$ cat config.mk
export PLATFORM = sky130hd
export DESIGN_NAME = tia_hmove_controller
export DESIGN_NICKNAME = d
export VERILOG_FILES = /design/src/rtl/tia_hmove_controller.sv
export SDC_FILE = /design/constraint.sdc
export NUM_CORES = 1
export LEC_CHECK = 0
export ABC_CLOCK_PERIOD_IN_PS = 3100
export CAP_MARGIN = 20
export CELL_PAD_IN_SITES_DETAIL_PLACEMENT = 0
export CELL_PAD_IN_SITES_GLOBAL_PLACEMENT = 2
export CORE_ASPECT_RATIO = 2
export CORE_UTILIZATION = 31
export DETAILED_ROUTE_END_ITERATION = 8
export GPL_TIMING_DRIVEN = 0
export PLACE_DENSITY = 0.82
export SLEW_MARGIN = 20
export SYNTH_ARGS = -nofsm -noshare
export SYNTH_HDL_FRONTEND = slang
export SYNTH_SLANG_ARGS = --single-unit
$ cat constraint.sdc
create_clock -name clk -period 3.1 [get_ports clk]
set_input_delay 0.62 -clock clk [delete_from_list [all_inputs] [get_ports clk]]
set_output_delay 0.62 -clock clk [all_outputs]
set_load 0.01 [all_outputs]
$ cat src/rtl/tia_hmove_controller.sv
// CPU-side sequencer for the TIA motion registers: decodes HMxx/HMOVE/HMCLR writes,
// defers writes during an HMOVE sequence and generates the extended HBLANK window.
module tia_hmove_controller #(
  parameter int SEC_LEN       = 4,
  parameter int HMOVE_LEN     = 64,
  parameter int HMCLR_LEN     = 4,
  parameter int LINE_LEN      = 228,
  parameter int HBLANK_END    = 68,
  parameter int EXT_BLANK_LEN = 8
) (
  input  logic       clk,
  input  logic       reset,
  input  logic       wr_stb,
  input  logic [5:0] wr_addr,
  input  logic [7:0] wr_data,
  input  logic       line_start,
  output logic [3:0] hm_data,
  output logic       p0hm,
  output logic       p1hm,
  output logic       m0hm,
  output logic       m1hm,
  output logic       blhm,
  output logic       hmclr,
  output logic       sec,
  output logic       hmove_blank,
  output logic       busy,
  output logic       pending,
  output logic       overflow,
  output logic       hmove_dropped
);

  localparam int BW = $clog2(HMOVE_LEN + 1);
  localparam int SW = $clog2(SEC_LEN + 1);
  localparam int CW = $clog2(HMCLR_LEN + 1);
  localparam int HW = $clog2(LINE_LEN);
  localparam logic [2:0] TGT_CLR = 3'd5;

  logic [BW-1:0] busy_cnt_reg, busy_cnt_next;
  logic [SW-1:0] sec_cnt_reg, sec_cnt_next;
  logic [CW-1:0] clr_cnt_reg, clr_cnt_next;
  logic [HW-1:0] hcount_reg, hcount_next;
  logic          pend_valid_reg, pend_valid_next;
  logic [2:0]    pend_tgt_reg, pend_tgt_next;
  logic [3:0]    pend_nib_reg, pend_nib_next;
  logic [3:0]    hm_data_reg, hm_data_next;
  logic [4:0]    strobe_reg, strobe_next;
  logic          overflow_reg, overflow_next;
  logic          dropped_reg, dropped_next;
  logic          blank_cur_reg, blank_cur_next;
  logic          blank_nxt_reg, blank_nxt_next;

  logic       busy_now, is_hm, is_clr, is_mv, is_load, issue, set_cur, set_nxt, new_line;
  logic [2:0] new_tgt, issue_tgt;
  logic [3:0] issue_nib;

  always_comb begin
    busy_now = (busy_cnt_reg != '0);
    is_hm    = wr_stb && (wr_addr >= 6'h20) && (wr_addr <= 6'h24);
    is_clr   = wr_stb && (wr_addr == 6'h2B);
    is_mv    = wr_stb && (wr_addr == 6'h2A);
    is_load  = is_hm || is_clr;
    new_tgt  = is_clr ? TGT_CLR : wr_addr[2:0];

    busy_cnt_next   = busy_now ? busy_cnt_reg - BW'(1) : '0;
    sec_cnt_next    = (sec_cnt_reg != '0) ? sec_cnt_reg - SW'(1) : '0;
    clr_cnt_next    = (clr_cnt_reg != '0) ? clr_cnt_reg - CW'(1) : '0;
    pend_valid_next = pend_valid_reg;
    pend_tgt_next   = pend_tgt_reg;
    pend_nib_next   = pend_nib_reg;
    overflow_next   = 1'b0;
    dropped_next    = 1'b0;
    issue           = 1'b0;
    issue_tgt       = pend_tgt_reg;
    issue_nib       = pend_nib_reg;
    set_cur         = 1'b0;
    set_nxt         = 1'b0;

    // A waiting entry always drains first; a coincident write simply refills the slot.
    if (pend_valid_reg && !busy_now) begin
      issue           = 1'b1;
      pend_valid_next = is_load;
      if (is_load) begin
        pend_tgt_next = new_tgt;
        pend_nib_next = wr_data[7:4];
      end
    end else if (is_load) begin
      if (!busy_now) begin
        issue     = 1'b1;
        issue_tgt = new_tgt;
        issue_nib = wr_data[7:4];
      end else begin
        overflow_next   = pend_valid_reg;
        pend_valid_next = 1'b1;
        pend_tgt_next   = new_tgt;
        pend_nib_next   = wr_data[7:4];
      end
    end

    hm_data_next = hm_data_reg;
    if (issue && issue_tgt == TGT_CLR) begin
      clr_cnt_next = CW'(HMCLR_LEN);
    end else if (issue) begin
      hm_data_next = issue_nib;
    end

    if (is_mv) begin
      if (busy_now) begin
        dropped_next = 1'b1;
      end else begin
        busy_cnt_next = BW'(HMOVE_LEN);
        sec_cnt_next  = SW'(SEC_LEN);
        if (hcount_reg < HW'(HBLANK_END)) set_cur = 1'b1;
        else                              set_nxt = 1'b1;
      end
    end

    if (line_start || hcount_reg == HW'(LINE_LEN - 1)) hcount_next = '0;
    else                                               hcount_next = hcount_reg + HW'(1);
    new_line = (hcount_next == '0);

    // The "next line" request is promoted into the current-line flag at each line start.
    blank_cur_next = blank_cur_reg;
    if (blank_cur_reg && hcount_reg == HW'(HBLANK_END + EXT_BLANK_LEN - 1)) blank_cur_next = 1'b0;
    if (set_cur) blank_cur_next = 1'b1;
    if (new_line) blank_cur_next = blank_cur_next | blank_nxt_reg | set_nxt;
    blank_nxt_next = new_line ? 1'b0 : (blank_nxt_reg | set_nxt);
  end

  for (genvar gi = 0; gi < 5; gi++) begin : g_strobe
    assign strobe_next[gi] = issue && (issue_tgt == 3'(gi));
  end

  always_ff @(posedge clk) begin
    if (reset) begin
      busy_cnt_reg   <= '0;
      sec_cnt_reg    <= '0;
      clr_cnt_reg    <= '0;
      hcount_reg     <= '0;
      pend_valid_reg <= 1'b0;
      pend_tgt_reg   <= '0;
      pend_nib_reg   <= '0;
      hm_data_reg    <= '0;
      strobe_reg     <= '0;
      overflow_reg   <= 1'b0;
      dropped_reg    <= 1'b0;
      blank_cur_reg  <= 1'b0;
      blank_nxt_reg  <= 1'b0;
    end else begin
      busy_cnt_reg   <= busy_cnt_next;
      sec_cnt_reg    <= sec_cnt_next;
      clr_cnt_reg    <= clr_cnt_next;
      hcount_reg     <= hcount_next;
      pend_valid_reg <= pend_valid_next;
      pend_tgt_reg   <= pend_tgt_next;
      pend_nib_reg   <= pend_nib_next;
      hm_data_reg    <= hm_data_next;
      strobe_reg     <= strobe_next;
      overflow_reg   <= overflow_next;
      dropped_reg    <= dropped_next;
      blank_cur_reg  <= blank_cur_next;
      blank_nxt_reg  <= blank_nxt_next;
    end
  end

  assign hm_data       = hm_data_reg;
  assign p0hm          = strobe_reg[0];
  assign p1hm          = strobe_reg[1];
  assign m0hm          = strobe_reg[2];
  assign m1hm          = strobe_reg[3];
  assign blhm          = strobe_reg[4];
  assign hmclr         = (clr_cnt_reg != '0);
  assign sec           = (sec_cnt_reg != '0);
  assign busy          = (busy_cnt_reg != '0);
  assign pending       = pend_valid_reg;
  assign overflow      = overflow_reg;
  assign hmove_dropped = dropped_reg;
  assign hmove_blank   = blank_cur_reg && (hcount_reg >= HW'(HBLANK_END)) &&
                         (hcount_reg < HW'(HBLANK_END + EXT_BLANK_LEN));

endmodule

==> key figures, run 1 <==
Cells and area
  • Multi-input combinational cell area: 1150 um2
  • ANT cells: 0
  • Post-Route Utilization: 0.414
  • Number of fill cells: 675
  • Final net count: 306
  • Max reg flops: 8
  • Share of layout cells above drive strength 1: 0.0747
  • Sequential Area: 841 um2
  • Area growth syn-to-layout: 27.5%
  • Layout Cells excl Fill: 367
  • Design Area, Final: 2650 um2

STA
  • Worst Skew: 0.00267 ns
  • Final min period: 2.82 ns
  • Fin Setup TNS: 0 ns
  • RSZ-0062 raised after global routing: false
  • Worst slew margin: 0.453
  • Final Max Slew Viols: 0
  • Slew @ Worst Pin: 0.815 ns
  • Worst setup margin: 0.282 ns
  • F_max: 355 MHz
  • Period Utilization, post-route: 0.909
  • # setup viols final: 0
  • Worst hold slack: 0.408 ns
  • Final hold violation count: 0

Logic synthesis
  • Synth unique cells: 46
  • Yosys warns: 0
  • Combinational family with the most area after synthesis: simple AND/OR/NAND/NOR gates
  • Post-synth top cells: dfxtp_1 (42), nor2_1 (40), nand2_1 (16)
  • Post-synthesis cell area: 2080 um2
  • Post-synth ARST share: 0
  • Post-synth top area cell: dfxtp_1
  • Synth Area in Simple Gates: 0.257
  • Top_reg_cell synth: dfxtp_1
  • Post-synth EDFFs: 0
  • Synth top area cells: dfxtp_1 (40%), nor2_1 (7.2%), ha_1 (4.8%)
  • Mux cell area share after synthesis: 0.0553
  • Mapped Cells: 244
  • Post-synthesis sequential area ratio: 0.404
  • Syn Nets: 270
  • Compound-gate portion of the synthesized area: 0.130
  • Area share of xor/xnor cells in the synthesized design: 0.0547
  • Seq cells post-synth: 42
  • Most frequent cell after synthesis: dfxtp_1
  • Yosys top cell area share: 0.404
  • Syn_area_per_cell: 8.53 um2
  • Adder-Cell Fraction of Synth Area: 0.0529

Clock tree
  • Clock Latency Late Sink: 0.29 ns
  • Worst-path clk slew: 0.06 ns
  • Num CTS Buffers: 5
  • Cts hold-fix bufs: 0
  • Bufs on Longest Clock Path: 2
  • CTS root buffer: clkbuf_16
  • H-Tree Level Count: 2
  • Clock Sinks: 42
  • TritonCTS clock tree: done

Setup path
  • CP Launch Type: input pin
  • Crit path kind: in -> reg
  • Worst EP required: 3.25 ns
  • CP arrival: 2.97 ns
  • Worst path top cell family by delay: simple AND/OR/NAND/NOR gates
  • Max incr delay on CP: 0.54 ns
  • Cell mode on critical path: nor3_1
  • WP buf/inv: 2
  • CP Cell Sequence: clkdlybuf4s50_1, or4b_1, a2111oi_4, o21ba_2, buf_4, mux2_2, nor3_1, nor3_1
  • Crit path capture type: flip-flop
  • Critical Path Fanout Max: 10
  • Critical path's slowest cell: or4b_1

Floorplan
  • Die area: 7060 um2
  • Row Count: 41
  • IO Pins: 34
  • Initial core utilization: 0.324
  • Die width: 59.9 um
  • Core region area: 6410 um2
  • Die Y: 118 um

Power
  • Leak: 1.04 nW
  • Pwr dens: 630 nW/um2
  • Power, Total: 1.67 mW
  • Peak supply drop: 0.000284 V

Placement
  • Dpl cells: 358
  • I/O Buffers: 28
  • DP HPWL: 3720 um
  • Dpl cell area: 2470 um2
  • Routability cong.: 0.867
  • Setup WS pre-CTS: -0.460 ns

Run
  • Maxcap violations: 0

GRT
  • Largest net degree at the start of global routing: 14
  • Congestion Overflow GR: 0
  • Global-route wire length before repair: 7850 um
  • GRT Overall Usage: 0.150
  • Number of global-route vias before repair: 1,685
  • Initial antenna violation count: 0

Route
  • Routed vias: 1,758
  • Antenna Nets Post-Route: 0
  • Wire length per cell: 13.0 um
  • DRC Markers: 0
  • WL final: 4750 um
  • Drt pass-1 iters: 4
  • Via density: 4.79
  • 1st-iter DRT viols: 46

Status
  • Run status: finished, final reports clean

Hold path
  • Worst hold-check path type: reg -> reg
layer usage:
metal,global-route usage,vias up,share of wire
met5,0,-,0
met4,0.0785,0,0.026
met3,0.0330,9,0.020
met2,0.277,30,0.57
met1,0.144,807,0.38
li1,-,912,-
path summary, 6_finish.rpt:
kind / start / to / slack (ns) / depth (start not counted)
worst min-delay path: clr_cnt_reg[0]$_SDFF_PP0_ / clr_cnt_reg[0]$_SDFF_PP0_ / 0.41 / 1
worst max register to register: busy_cnt_reg[3]$_SDFF_PP0_ / hm_data[0]$_SDFFE_PP0P_ / 0.54 / 6
worst min register to register: clr_cnt_reg[0]$_SDFF_PP0_ / clr_cnt_reg[0]$_SDFF_PP0_ / 0.41 / 1
worst max-delay path: wr_addr[4] / hm_data[2]$_SDFFE_PP0P_ / 0.28 / 8
report_power, final:
group / internal [mW] / switching, mW / leakage, nW
clock network: 0.377 / 0.210 / 0.0836
logic: 0.215 / 0.224 / 0.611
registers: 0.601 / 0.0459 / 0.341
total: 1.19 / 0.480 / 1.04
area by class of cell:
cell class,instances,area share
clock buffer,5,0.0472
buffer,9,0.0142
inverter,15,0.0212
clock inverter,3,0.0151
tap,86,0.0406
sequential,42,0.317
multi-input combinational,178,0.434
timing repair buffer,29,0.110
layout by cell type (no fill, tap or decap), types with 3 or more instances in the layout:
master,Yosys,layout
a21oi_1,13,13
clkbuf_1,7,7
clkbuf_16,0,5
clkdlybuf4s50_1,0,26
dfxtp_1,42,42
ha_1,8,8
inv_1,15,15
mux2_2,4,4
mux2i_1,7,7
nand2_1,16,16
nand2b_1,7,7
nand3_1,7,7
nand3b_1,3,3
nor2_1,40,40
nor3_1,13,13
nor4_1,5,5
o21ai_0,5,5
o41ai_1,3,3
or3_1,3,3
xnor2_1,6,6
xor2_1,7,7
worst reg2reg max path: cells and delay by family, from the launching register on:
| kind | cells | cell delay, ns |
|---|---|---|
| AO/OA/AOI/OAI | 1 | 0.25 |
| flip-flops | 1 | 0.35 |
| AND/OR/NAND/NOR | 5 | 1.82 |
logic make-up (layout without fill, tap and decap cells):
| group | after synthesis | count (layout) |
|---|---|---|
| multiplexers | 11 | 11 |
| AND/OR/NAND/NOR | 108 | 108 |
| flip-flops | 42 | 42 |
| buffers and inverters | 24 | 61 |
| AO/OA/AOI/OAI | 37 | 37 |
| adder cells (fa/ha/maj) | 9 | 9 |
| XOR/XNOR | 13 | 13 |
repair_timing:
item / in CTS / in global routing
pin swaps: 1 / 1
gates resized for setup: 1 / 2
buffers inserted: 0 / 1
endpoints found under the hold margin: 0 / 0
endpoints found under the setup margin: 10 / 4
No activity file was read; power rests on OpenSTA's default activity.
==> inputs of run 2 (changes only) <==
--- a/config.mk
+++ b/config.mk
@@ -14,6 +14,7 @@
 export DETAILED_ROUTE_END_ITERATION = 8
 export GPL_TIMING_DRIVEN = 0
 export PLACE_DENSITY = 0.82
+export SETUP_SLACK_MARGIN = 0.05
 export SLEW_MARGIN = 20
 export SYNTH_ARGS = -nofsm -noshare
 export SYNTH_HDL_FRONTEND = slang
==> run 2 against run 1 <==
Effect of this change: sequential share of layout area unchanged; cell area did not move; flip-flop and latch count unchanged; setup slack better by 0.059 ns; hold slack is essentially flat; utilization is the same; combinational power hardly changed; critical path type unchanged.
==> key figures, run 2 (synthesis gave the netlist of run 1 again) <==
Status
  • Run status: finished, final reports clean

Floorplan
  • IO Pins: 34
  • Die Y: 118 um
  • Die area: 7060 um2
  • Core region area: 6410 um2
  • Initial core utilization: 0.324
  • Die width: 59.9 um
  • Row Count: 41

Power
  • Peak supply drop: 0.000284 V
  • Pwr dens: 630 nW/um2
  • Leak: 1.04 nW

Clock tree
  • Clock Sinks: 42
  • TritonCTS clock tree: done
  • Bufs on Longest Clock Path: 2
  • CTS root buffer: clkbuf_16
  • Clock Latency Late Sink: 0.29 ns
  • Num CTS Buffers: 5
  • H-Tree Level Count: 2
  • Worst-path clk slew: 0.06 ns

Setup path
  • Worst path top cell family by delay: simple AND/OR/NAND/NOR gates
  • Crit path capture type: flip-flop
  • Cell mode on critical path: nor3_1
  • Critical path's slowest cell: or4b_1
  • Crit path kind: in -> reg
  • CP Cell Sequence: clkdlybuf4s50_1, or4b_1, a2111oi_4, o21ba_2, buf_4, mux2_2, nor3_1, nor3_1
  • WP buf/inv: 2
  • Worst EP required: 3.25 ns
  • CP Launch Type: input pin
  • Max incr delay on CP: 0.54 ns
  • CP arrival: 2.91 ns
  • Critical Path Fanout Max: 10

Cells and area
  • Area growth syn-to-layout: 27.5%
  • Final net count: 306
  • Most frequent cells in the layout: dfxtp_1 (42), nor2_1 (40), clkdlybuf4s50_1 (26)
  • Share of layout cells above drive strength 1: 0.0747
  • Max reg flops: 8
  • Most common cell after layout, fill and taps aside: dfxtp_1
  • Number of fill cells: 673
  • Multi-input combinational cell area: 1150 um2
  • ANT cells: 0
  • Sequential Area: 841 um2

STA
  • Final Max Slew Viols: 0
  • Worst hold slack: 0.408 ns
  • Final hold violation count: 0
  • Period Utilization, post-route: 0.890
  • Worst slew margin: 0.438
  • Final min period: 2.76 ns
  • # setup viols final: 0
  • RSZ-0062 raised after global routing: false
  • Worst Skew: 0.00268 ns
  • Worst setup margin: 0.341 ns
  • Slew @ Worst Pin: 0.838 ns
  • F_max: 362 MHz

Hold path
  • Worst hold-check path type: reg -> reg

Route
  • Antenna Nets Post-Route: 0
  • DRC Markers: 0
  • Wire length per cell: 13.0 um
  • Drt pass-1 iters: 4
  • Routed vias: 1,756
  • WL final: 4760 um
  • Via density: 4.78
  • 1st-iter DRT viols: 46

Placement
  • I/O Buffers: 28
  • Routability cong.: 0.867
  • DP HPWL: 3720 um
  • Setup WS pre-CTS: -0.460 ns

GRT
  • Global-route wire length before repair: 7850 um
  • Largest net degree at the start of global routing: 14
  • Number of global-route vias before repair: 1,686
  • Congestion Overflow GR: 0
  • Initial antenna violation count: 0
  • GRT Overall Usage: 0.150

Run
  • Maxcap violations: 0
[run 2: cell counts in the layout (fill, tap and decap cells not counted)]
No cell type changed its count.
[run 2: cell type report]
class                   instances  share of cell area
well taps                      86              0.0406
repair buffers                 29               0.110
clock inverters                 3              0.0151
clock buffers                   5              0.0472
inverters                      15              0.0212
multi-input cells             178               0.434
flip-flops and latches         42               0.317
plain buffers                   9              0.0142
[run 2: what timing repair did]
item                                    CTS  global route
endpoints found under the setup margin   13             2
pin swaps                                 1             0
resized for setup                         1             2
buffers inserted                          1             0
hold buffers                              0             0
[run 2: metal layers]
| metal | track usage | part of all wire |
|---|---|---|
| met3 | 0.0330 | 0.020 |
| met5 | 0 | 0 |
| met4 | 0.0785 | 0.026 |
| met1 | 0.144 | 0.38 |
| met2 | 0.277 | 0.57 |
[run 2: power breakdown]
| part | leakage [nW] | total [mW] | internal (mW) | switching (mW) |
|---|---|---|---|---|
| clock | 0.0836 | 0.587 | 0.377 | 0.210 |
| sequential | 0.341 | 0.647 | 0.601 | 0.0459 |
| combinational | 0.611 | 0.439 | 0.215 | 0.224 |
[run 2: per-stage QoR]
step                      instance area, um2   util  instances  power [mW]  setup TNS, ns
after CTS                               2650  0.413        367        1.70              0
after floorplan                         2080      -        244       0.955              0
after global placement                  2470  0.385        358        1.09          -5.39
after detailed placement                2470  0.385        358        1.10          -5.31
final                                   2650  0.414        367        1.67              0
after global routing                    2650  0.414        367        1.78              0
[run 2: worst paths after layout]
| kind | cells past startpoint | slack [ns] | endpoint | start |
|---|---|---|---|---|
| max | 8 | 0.34 | hm_data[2]$_SDFFE_PP0P_ | wr_addr[4] |
| min reg2reg | 1 | 0.41 | clr_cnt_reg[0]$_SDFF_PP0_ | clr_cnt_reg[0]$_SDFF_PP0_ |
| min | 1 | 0.41 | clr_cnt_reg[0]$_SDFF_PP0_ | clr_cnt_reg[0]$_SDFF_PP0_ |
| max reg2reg | 6 | 0.54 | hm_data[0]$_SDFFE_PP0P_ | busy_cnt_reg[3]$_SDFF_PP0_ |
==> inputs of run 3 (changes only) <==
--- a/config.mk
+++ b/config.mk
@@ -13,6 +13,7 @@
 export CORE_UTILIZATION = 31
 export DETAILED_ROUTE_END_ITERATION = 8
 export GPL_TIMING_DRIVEN = 0
+export HOLD_SLACK_MARGIN = 0.12
 export PLACE_DENSITY = 0.82
 export SETUP_SLACK_MARGIN = 0.05
 export SLEW_MARGIN = 20
==> results of run 3 <==
The final DEF is identical to that of run 2; final timing and power are the same.
